$ cat config.mk
export PLATFORM = sky130hd
export DESIGN_NAME = mul_div_sequencer_flat
export DESIGN_NICKNAME = d
export VERILOG_FILES = /design/src/rtl/mul_div_sequencer_if.sv /design/src/rtl/mul_div_sequencer.sv /design/src/flat_wrapper.sv
export SDC_FILE = /design/constraint.sdc
export NUM_CORES = 1
export LEC_CHECK = 0
export BUFFER_PORTS_ARGS = -buffer_cell sky130_fd_sc_hd__buf_2
export CAP_MARGIN = 20
export CORE_MARGIN = 8
export CORE_UTILIZATION = 34
export DETAILED_ROUTE_END_ITERATION = 10
export GPL_TIMING_DRIVEN = 0
export HOLD_SLACK_MARGIN = 0.1
export SYNTH_ARGS = -nofsm -noshare
export SYNTH_HDL_FRONTEND = slang
export SYNTH_SLANG_ARGS = --single-unit
$ cat constraint.sdc
create_clock -name clk -period 4.75 [get_ports clk]
set_input_delay 0.475 -clock clk [delete_from_list [all_inputs] [get_ports clk]]
set_output_delay 0.475 -clock clk [all_outputs]
set_load 0.03 [all_outputs]
$ cat src/rtl/mul_div_sequencer_if.sv
// Handshake and result bundle between the pipeline/hazard logic and the
// iterative multiply/divide sequencer.
interface mul_div_sequencer_if;
  logic        start;
  logic [1:0]  op;
  logic [31:0] A;
  logic [31:0] B;
  logic        flush;
  logic        busy;
  logic        stall;
  logic        done;
  logic [31:0] result;
  logic [31:0] y_out;
  logic        N;
  logic        Z;
  logic        V;
  logic        C;
  logic        div_zero;

  modport master (
    output start, op, A, B, flush,
    input  busy, stall, done, result, y_out, N, Z, V, C, div_zero
  );

  modport slave (
    input  start, op, A, B, flush,
    output busy, stall, done, result, y_out, N, Z, V, C, div_zero
  );
endinterface

$ cat src/rtl/mul_div_sequencer.sv
// Iterative 32x32 multiply / 32/32 divide sequencer: one radix-2 step per cycle,
// operating on magnitudes, with the sign fix-up applied in a final cycle.
module mul_div_sequencer (
  input  logic                 clk,
  input  logic                 R,
  mul_div_sequencer_if.slave   bus
);

  typedef enum logic [2:0] {IDLE, PREP, RUN, FIX, DONE} state_t;

  state_t      state_q, state_d;
  logic [1:0]  op_q, op_d;
  logic [31:0] a_q, a_d;
  logic [31:0] b_q, b_d;
  logic [31:0] m_q, m_d;
  logic [63:0] acc_q, acc_d;
  logic [31:0] rem_q, rem_d;
  logic [5:0]  cnt_q, cnt_d;
  logic        res_sign_q, res_sign_d;
  logic        rem_sign_q, rem_sign_d;
  logic [31:0] result_q, result_d;
  logic [31:0] y_q, y_d;
  logic        n_q, n_d;
  logic        z_q, z_d;
  logic        v_q, v_d;
  logic        dz_q, dz_d;

  logic [31:0] a_abs, b_abs;
  logic [32:0] mul_sum;
  logic [32:0] div_trial;
  logic [63:0] prod_fix;
  logic [31:0] quo_fix, rem_fix;
  logic        clamp;
  logic        busy_w;

  assign a_abs = (op_q[0] && a_q[31]) ? -a_q : a_q;
  assign b_abs = (op_q[0] && b_q[31]) ? -b_q : b_q;

  // Multiply: acc holds {partial product, remaining multiplier bits}; divide:
  // acc[31:0] shifts the dividend out at the top and quotient bits in at the bottom.
  assign mul_sum   = {1'b0, acc_q[63:32]} + (acc_q[0] ? {1'b0, m_q} : 33'd0);
  assign div_trial = {rem_q, acc_q[31]} - {1'b0, m_q};

  assign prod_fix = res_sign_q ? -acc_q : acc_q;
  assign quo_fix  = res_sign_q ? -acc_q[31:0] : acc_q[31:0];
  assign rem_fix  = rem_sign_q ? -rem_q : rem_q;
  // Only -2^31 / -1 yields a positive quotient magnitude of 2^31.
  assign clamp    = (op_q == 2'b11) && !res_sign_q && acc_q[31];

  always_comb begin
    state_d    = state_q;
    op_d       = op_q;
    a_d        = a_q;
    b_d        = b_q;
    m_d        = m_q;
    acc_d      = acc_q;
    rem_d      = rem_q;
    cnt_d      = cnt_q;
    res_sign_d = res_sign_q;
    rem_sign_d = rem_sign_q;
    result_d   = result_q;
    y_d        = y_q;
    n_d        = n_q;
    z_d        = z_q;
    v_d        = v_q;
    dz_d       = dz_q;

    if (bus.flush) begin
      state_d = IDLE;
    end else begin
      case (state_q)
        IDLE: begin
          if (bus.start) begin
            op_d    = bus.op;
            a_d     = bus.A;
            b_d     = bus.B;
            state_d = PREP;
          end
        end
        PREP: begin
          res_sign_d = op_q[0] && (a_q[31] ^ b_q[31]);
          rem_sign_d = op_q[0] && a_q[31];
          cnt_d      = 6'd0;
          rem_d      = 32'd0;
          if (op_q[1] && (b_q == 32'd0)) begin
            result_d = 32'hFFFF_FFFF;
            y_d      = a_q;
            n_d      = 1'b1;
            z_d      = 1'b0;
            v_d      = 1'b1;
            dz_d     = 1'b1;
            state_d  = DONE;
          end else begin
            m_d     = op_q[1] ? b_abs : a_abs;
            acc_d   = {32'd0, (op_q[1] ? a_abs : b_abs)};
            state_d = RUN;
          end
        end
        RUN: begin
          cnt_d = cnt_q + 6'd1;
          if (op_q[1]) begin
            acc_d = {acc_q[63:32], acc_q[30:0], ~div_trial[32]};
            rem_d = div_trial[32] ? {rem_q[30:0], acc_q[31]} : div_trial[31:0];
          end else begin
            acc_d = {mul_sum, acc_q[31:1]};
          end
          if (cnt_q == 6'd31) begin
            state_d = FIX;
          end
        end
        FIX: begin
          v_d  = 1'b0;
          dz_d = 1'b0;
          if (!op_q[1]) begin
            result_d = prod_fix[31:0];
            y_d      = prod_fix[63:32];
          end else if (clamp) begin
            result_d = 32'h7FFF_FFFF;
            y_d      = 32'd0;
            v_d      = 1'b1;
          end else begin
            result_d = quo_fix;
            y_d      = rem_fix;
          end
          n_d     = result_d[31];
          z_d     = (result_d == 32'd0);
          state_d = DONE;
        end
        DONE: begin
          state_d = IDLE;
        end
        default: begin
          state_d = IDLE;
        end
      endcase
    end
  end

  always_ff @(posedge clk or negedge R) begin
    if (!R) begin
      state_q    <= IDLE;
      op_q       <= 2'd0;
      a_q        <= 32'd0;
      b_q        <= 32'd0;
      m_q        <= 32'd0;
      acc_q      <= 64'd0;
      rem_q      <= 32'd0;
      cnt_q      <= 6'd0;
      res_sign_q <= 1'b0;
      rem_sign_q <= 1'b0;
      result_q   <= 32'd0;
      y_q        <= 32'd0;
      n_q        <= 1'b0;
      z_q        <= 1'b0;
      v_q        <= 1'b0;
      dz_q       <= 1'b0;
    end else begin
      state_q    <= state_d;
      op_q       <= op_d;
      a_q        <= a_d;
      b_q        <= b_d;
      m_q        <= m_d;
      acc_q      <= acc_d;
      rem_q      <= rem_d;
      cnt_q      <= cnt_d;
      res_sign_q <= res_sign_d;
      rem_sign_q <= rem_sign_d;
      result_q   <= result_d;
      y_q        <= y_d;
      n_q        <= n_d;
      z_q        <= z_d;
      v_q        <= v_d;
      dz_q       <= dz_d;
    end
  end

  assign busy_w = (state_q == PREP) || (state_q == RUN) || (state_q == FIX);

  // Gated by R so a held start cannot raise stall while in reset.
  assign bus.stall    = R && (busy_w || ((state_q == IDLE) && bus.start));
  assign bus.busy     = busy_w;
  assign bus.done     = (state_q == DONE);
  assign bus.result   = result_q;
  assign bus.y_out    = y_q;
  assign bus.N        = n_q;
  assign bus.Z        = z_q;
  assign bus.V        = v_q;
  assign bus.C        = 1'b0;
  assign bus.div_zero = dz_q;

endmodule

$ cat src/flat_wrapper.sv
// flat-port wrapper written by rule: the top's interface ports become plain ports
module mul_div_sequencer_flat 
  (clk, R, bus_start, bus_op, bus_A, bus_B, bus_flush, bus_busy, bus_stall, bus_done, bus_result, bus_y_out, bus_N, bus_Z, bus_V, bus_C, bus_div_zero);
  mul_div_sequencer_if bus_i ();
  input  logic clk;
  input  logic R;
  input wire logic [$bits(bus_i.start)-1:0] bus_start;
  input wire logic [$bits(bus_i.op)-1:0] bus_op;
  input wire logic [$bits(bus_i.A)-1:0] bus_A;
  input wire logic [$bits(bus_i.B)-1:0] bus_B;
  input wire logic [$bits(bus_i.flush)-1:0] bus_flush;
  output wire logic [$bits(bus_i.busy)-1:0] bus_busy;
  output wire logic [$bits(bus_i.stall)-1:0] bus_stall;
  output wire logic [$bits(bus_i.done)-1:0] bus_done;
  output wire logic [$bits(bus_i.result)-1:0] bus_result;
  output wire logic [$bits(bus_i.y_out)-1:0] bus_y_out;
  output wire logic [$bits(bus_i.N)-1:0] bus_N;
  output wire logic [$bits(bus_i.Z)-1:0] bus_Z;
  output wire logic [$bits(bus_i.V)-1:0] bus_V;
  output wire logic [$bits(bus_i.C)-1:0] bus_C;
  output wire logic [$bits(bus_i.div_zero)-1:0] bus_div_zero;
  assign bus_i.start = bus_start;
  assign bus_i.op = bus_op;
  assign bus_i.A = bus_A;
  assign bus_i.B = bus_B;
  assign bus_i.flush = bus_flush;
  assign bus_busy = bus_i.busy;
  assign bus_stall = bus_i.stall;
  assign bus_done = bus_i.done;
  assign bus_result = bus_i.result;
  assign bus_y_out = bus_i.y_out;
  assign bus_N = bus_i.N;
  assign bus_Z = bus_i.Z;
  assign bus_V = bus_i.V;
  assign bus_C = bus_i.C;
  assign bus_div_zero = bus_i.div_zero;
  mul_div_sequencer u_core (.clk(clk), .R(R), .bus(bus_i));
endmodule
==> results.sh, run 1 <==
export IMPL_period_minus_slack_ns=4.55
export IMPL_p_per_area_mw_per_mm2=551
export IMPL_hold_ws_ns=0.149
export IMPL_multiInputGateArea_mm2=0.0115
export IMPL_skew_ns=0.0373
export IMPL_crit_fanout=10
export IMPL_mappedNetlistArea_mm2=0.0191
export IMPL_worst_slew_pin_slew_ns=1.24
export IMPL_cp_required_ns=5.19
export IMPL_start_util_pct=34.1
export IMPL_grt_pass1_vias=17800
export IMPL_drtPass1Iterations=6
export IMPL_via_count=18200
export IMPL_cts_sinks=272
export IMPL_route_detailed_drc=0
export IMPL_ys_seq_area_share_pct=35.6
export IMPL_routed_wl_mm=74.6
export IMPL_cts_max_path_buffers=3
export IMPL_drv_cap=0
export IMPL_clockRootBuffer="clkbuf_16"
export IMPL_ys_top_cells_by_area="dfrtp_1 36%, o21ai_0 6.3%, nand2_1 5.3%, xor2_1 5.3%, mux2_2 4.6%"
export IMPL_grt_pass1_wl_mm=113
export IMPL_ys_async_sr_fraction_pct=100
export IMPL_peakVddDrop_mv=0.325
export IMPL_status="complete, no violations"
export IMPL_setup_viol=0
export IMPL_drive_gt1_share_pct=14.4
export IMPL_syn2layout_area_growth_pct=15.7
export IMPL_rsz0062_at_grt="no"
export IMPL_finalNetCount=2552
export IMPL_cp_cell_sequence="inv_1 > clkbuf_2 > ha_1 > nand2b_1 > nor3_1 > nand4_1 > or2_1 > buf_2 > o31ai_1 > xor2_1 > o221ai_1 > o21ai_0 > o21ai_0"
export IMPL_synth_edf_count=0
export IMPL_clk_latency_ns=0.56
export IMPL_numCtsBuffers=34
export IMPL_grt_max_degree=99
export IMPL_crit_path_frequent_cell="o21ai_0"
export IMPL_clk_pin_slew_ns=0.06
export IMPL_drt_iter0_drc=1731
export IMPL_n_fill_cell=5686
export IMPL_dpl_cell_area_mm2=0.0209
export IMPL_routed_via_density=5.72
export IMPL_synth_area_per_cell_um2=8.58
export IMPL_die_width_um=253
export IMPL_critPathLaunchType="flop"
export IMPL_synth_seq_cells=272
export IMPL_synth_flop_cell="dfrtp_1"
export IMPL_wl_per_cell_um=23.4
export IMPL_overflow=0
export IMPL_hold_class="in -> reg"
export IMPL_cts_htree_levels=2
export IMPL_hold_viol=0
export IMPL_synth_top_area_cell="dfrtp_1"
export IMPL_io_pins=142
export IMPL_port_buffers=140
export IMPL_syn_inst=2229
export IMPL_seq_area_mm2=0.00681
export IMPL_gp_congestion=0.953
export IMPL_chipHeight_um=253
export IMPL_die_area_mm2=0.0641
export IMPL_track_usage_pct=22.8
export IMPL_fmax_mhz=220
export IMPL_cp_slowest_cell="nor3_1"
export IMPL_place_hpwl_mm=59.1
export IMPL_fin_area_mm2=0.0221
export IMPL_drtAntennaViolNets=0
export IMPL_period_share_pct=95.9
export IMPL_yosysMostFrequentCell="dfrtp_1"
export IMPL_yosysTopAreaCellShare_pct=35.6
export IMPL_num_antenna_cells=0
export IMPL_cts_tree="built"
export IMPL_synthDistinctLibCells=85
export IMPL_worst_ep_arrival_time_ns=4.99
export IMPL_synthTopCellsByCount="272 x dfrtp_1, 269 x nand2_1, 239 x o21ai_0"
export IMPL_max_stage_delay_ns=0.56
export IMPL_antenna_found_initial=1
export IMPL_core_area_mm2=0.0561
export IMPL_crit_type="reg -> reg"
export IMPL_end_kind="flop"
export IMPL_power_leakage_uw=0.00979
export IMPL_synth_nets=2370
export IMPL_slew_viol_final=0
export IMPL_slew_limit_headroom_pct=16.5
export IMPL_fin_tns_setup_ns=0
export IMPL_fp_row_count=87
export IMPL_ys_warn_count=0
[placed cells by master (no fill, tap or decap), drive strengths merged, types with 14 or more instances in the layout]
master	instances
or3	21
o21ai	249
o31ai	51
dfrtp	272
xor2	115
a211oi	17
o41ai	23
mux2i	48
clkbuf	151
xnor2	89
nand4	19
nand2	269
o221ai	29
or4	19
a21oi	141
nor3	55
nand3	27
mux2	79
a31oi	31
a21o	37
and2	14
buf	176
inv	74
nor2	190
ha	69
[layout make-up]
cell class | count | share of cell area, %
Inverter | 75 | 1.27
Timing Repair Buffer | 146 | 3.61
Multi-Input combinational cell | 1748 | 51.9
Sequential cell | 272 | 30.8
Tap cell | 756 | 4.27
Clock buffer | 48 | 4.49
Buffer | 134 | 2.56
Clock inverter | 12 | 1.09
[cell families (layout without fill, tap and decap cells)]
group	Yosys count	count (layout)	synth area share, %
simple gates	684	684	16.6
compound gates	654	654	21.3
flops	272	272	35.6
buf+inv	209	415	4.42
xor+xnor	204	204	9.34
mux	134	134	7.98
fa+ha+maj	71	71	4.72
other cells	1	1	0.0196
[worst paths after layout]
check	end	depth (start not counted)	from	slack, ns
max reg2reg	u_core.bus.y_out[18]	13	u_core.acc_q[0]	0.20
min in group asynchronous	u_core.rem_q[12]	2	R	0.53
min	u_core.b_q[17]	2	bus_B[17]	0.15
min reg2reg	u_core.bus.result[5]	2	u_core.bus.result[5]	0.47
max	u_core.bus.y_out[18]	13	u_core.acc_q[0]	0.20
max in group asynchronous	u_core.acc_q[2]	3	R	3.25
[timing repair]
| item | 4_1_cts | 5_1_grt |
|---|---|---|
| resized for setup | 1 | 3 |
| buffers inserted | 0 | 0 |
| setup endpoints to repair | 18 | 31 |
| hold endpoints to repair | 81 | 0 |
| hold buffers | 1 | 0 |
[flip-flops by register name (all words and copies together), names as in the netlist, 2 cells and up]
signal	flops
u_core.a_q	32
u_core.acc_q	64
u_core.b_q	32
u_core.bus.result	31
u_core.bus.y_out	32
u_core.cnt_q	6
u_core.m_q	32
u_core.op_q	2
u_core.rem_q	32
u_core.state_q	3
[report_power, final]
group / switching (uW) / internal (uW) / leakage, uW
sequential: 776 / 2940 / 0.00340
combinational: 3650 / 1890 / 0.00579
clock: 1080 / 1840 / 0.000604
[worst max-delay path: cells and delay by family (launching register included)]
kind	cells	cell delay, ns
flops	1	0.49
simple gates	4	1.54
compound gates	4	1.13
fa+ha+maj	1	0.32
xor+xnor	1	0.11
buf+inv	3	0.85
[metrics by stage]
stage	util [%]	worst slack [ns]	cells	power, uW
global route	39.5	0.0347	3191	12900
detailed placement	37.2	-0.0339	3129	9170
CTS	39.5	0.126	3190	12100
global placement	37.1	-2.04	3125	9070
floorplan	-	1.23	2229	7200
finish	39.5	0.195	3191	12200
[metal layers]
| layer | global-route usage (%) | wire [um] | vias up |
|---|---|---|---|
| met1 | 30.6 | 32300 | 8950 |
| met3 | 4.54 | 5650 | 159 |
| met5 | 0 | 0 | - |
| met2 | 35.7 | 33600 | 781 |
| li1 | - | - | 8356 |
| met4 | 9.34 | 3020 | 0 |
Note: power is estimated with default switching activity, not from simulation.
==> run 2: changes to the inputs <==
Settings changed: CAP_MARGIN 20 to unset, PLACE_DENSITY_LB_ADDON set to 0.15.
==> run 2 against run 1 <==
Against the previous run: hold slack lost 0.014 ns; clock power grew 4%; final cell count grew 0.16%; count of clock-buffer cells in the layout shrank 4; sequential power grew 1%; wire length grew 0.91%; sequential share of layout area shrank 0.12 points; fmax shrank 0.22%; combinational power is essentially flat; non-clock buffer count shrank 1; critical path type unchanged.
==> results.sh, run 2 (synthesis gave the netlist of run 1 again) <==
export IMPL_status="complete, no violations"
export IMPL_layout_common_cells="272 x dfrtp_1, 269 x nand2_1, 239 x o21ai_0, 190 x nor2_1, 157 x buf_2"
export IMPL_pre_cts_ws_ns=-0.492
export IMPL_fin_tns_setup_ns=0
export IMPL_clockRootBuffer="clkbuf_16"
export IMPL_period_share_pct=96.1
export IMPL_final_common_cell="dfrtp_1"
export IMPL_min_delay_path_depth=2
export IMPL_rr_worst_depth=15
export IMPL_chipHeight_um=253
export IMPL_wl_per_cell_um=23.5
export IMPL_end_kind="flop"
export IMPL_setup_ws_ns=0.185
export IMPL_final_cell_count_no_fill=3196
export IMPL_critPathLaunchType="flop"
export IMPL_clk_pin_slew_ns=0.06
export IMPL_finalNetCount=2553
export IMPL_hold_class="in -> reg"
export IMPL_drv_cap=0
export IMPL_drive_gt1_share_pct=14.7
export IMPL_drt_iter0_drc=1783
export IMPL_rsz0062_at_grt="no"
export IMPL_slew_viol_final=0
export IMPL_die_width_um=253
export IMPL_grt_pass1_wl_mm=113
export IMPL_seq_area_mm2=0.00681
export IMPL_track_usage_pct=23.0
export IMPL_n_fill_cell=5694
export IMPL_max_stage_delay_ns=0.45
export IMPL_crit_fanout=7
export IMPL_port_buffers=140
export IMPL_fin_area_mm2=0.0222
export IMPL_cp_slowest_cell="mux4_2"
export IMPL_cts_htree_levels=2
export IMPL_multiInputGateArea_mm2=0.0115
export IMPL_cts_max_path_buffers=3
export IMPL_start_util_pct=34.1
export IMPL_crit_type="reg -> reg"
export IMPL_drtPass1Iterations=5
export IMPL_crit_path_frequent_cell="inv_1"
export IMPL_route_detailed_drc=0
export IMPL_cp_cell_sequence="clkbuf_1 > inv_1 > ha_1 > inv_1 > fa_1 > a21o_1 > a221o_1 > o221ai_2 > o21ai_1 > nor2_1 > o31ai_1 > xor2_4 > buf_4 > mux4_2 > mux2_2"
export IMPL_cts_tree="built"
export IMPL_routed_wl_mm=75.2
export IMPL_cp_required_ns=5.21
export IMPL_overflow=0
export IMPL_grt_max_degree=111
export IMPL_slew_limit_headroom_pct=12.4
export IMPL_routed_via_density=5.67
export IMPL_regMostFlops="u_core.acc_q"
export IMPL_io_pins=142
export IMPL_dp_cells=3127
export IMPL_setup_viol=0
export IMPL_largest_reg_flops=64
export IMPL_worst_ep_arrival_time_ns=5.02
export IMPL_power_leakage_uw=0.00981
export IMPL_period_minus_slack_ns=4.56
export IMPL_antenna_found_initial=0
export IMPL_cts_sinks=272
export IMPL_gp_congestion=0.961
export IMPL_numCtsBuffers=36
export IMPL_fmax_mhz=219
export IMPL_core_area_mm2=0.0561
export IMPL_clk_latency_ns=0.57
export IMPL_fp_row_count=87
export IMPL_syn2layout_area_growth_pct=16.1
export IMPL_dpl_cell_area_mm2=0.0209
export IMPL_p_per_area_mw_per_mm2=555
export IMPL_peakVddDrop_mv=0.300
export IMPL_place_hpwl_mm=60.4
export IMPL_utilization_pct=39.6
export IMPL_worst_slew_pin_slew_ns=1.30
export IMPL_skew_ns=0.0391
export IMPL_die_area_mm2=0.0641
export IMPL_grt_pass1_vias=17200
export IMPL_hold_viol=0
export IMPL_drtAntennaViolNets=0
export IMPL_via_count=18100
## run 2: changes by cell type in the layout (fill, tap and decap cells not counted), moves of 2 or more
cell,delta
clkbuf_1,-2
nor3_2,+2
clkbuf_8,-3
clkinvlp_4,+4
nor3_1,-2
clkinv_4,+2
buf_4,+2
## run 2: through the flow
stage          hold slack (ns)  power [uW]
6_report                 0.135       12300
5_1_grt                  0.128       13000
4_1_cts                  0.114       12300
3_5_place_dp             0.456        9210
3_3_place_gp             0.451        9140
2_1_floorplan            0.179        7200
## run 2: critical path, delay by kind of cell (launching register included)
| family | cells | cell delay (ns) |
|---|---|---|
| AOI/OAI and AO/OA | 5 | 1.25 |
| xor gates and xnor gates | 1 | 0.27 |
| adders and majority gates | 2 | 0.72 |
| buffers and inverters | 4 | 0.81 |
| DFF | 1 | 0.36 |
| muxes | 2 | 0.72 |
| and+or+nand+nor | 1 | 0.30 |
## run 2: final cells by class
| cell class | instances | area share [%] |
|---|---|---|
| clock buffers | 44 | 4.37 |
| inverters | 75 | 1.27 |
| clock inverters | 21 | 1.53 |
| plain buffers | 134 | 2.54 |
| flip-flops and latches | 272 | 30.6 |
| multi-input cells | 1748 | 51.8 |
| repair buffers | 145 | 3.56 |
| diodes | 1 | 0.0113 |
| well taps | 756 | 4.26 |
## run 2: what timing repair did
item                       CTS  global route
gates resized for setup      2             4
setup buffers                0             2
setup endpoints to repair   33            38
gates cloned                 0             0
pin swaps                    0             1
hold endpoints to repair    56             0
hold buffers                 1             0
## run 2: power breakdown
part | internal [uW] | switching (uW) | total (uW)
registers | 2940 | 819 | 3760
clock network | 1900 | 1150 | 3050
logic | 1890 | 3630 | 5520
total | 6730 | 5600 | 12300
## run 2: worst paths after layout
path	start	end	slack [ns]
worst max-delay path	u_core.acc_q[31]	u_core.acc_q[0]	0.19
worst min-delay path	bus_A[26]	u_core.a_q[26]	0.14
worst max register to register	u_core.acc_q[31]	u_core.acc_q[0]	0.19
worst min register to register	u_core.bus.result[8]	u_core.bus.result[8]	0.46
max in group asynchronous	R	u_core.bus.y_out[25]	3.33
min in group asynchronous	R	u_core.rem_q[7]	0.47
## run 2: layer usage
metal	vias to the layer above	GRT usage (%)	share of wire, %
met5	-	0	0
met3	102	4.30	7.5
li1	8382	-	-
met1	8933	33.5	47
met4	0	6.99	2.8
met2	717	34.1	43
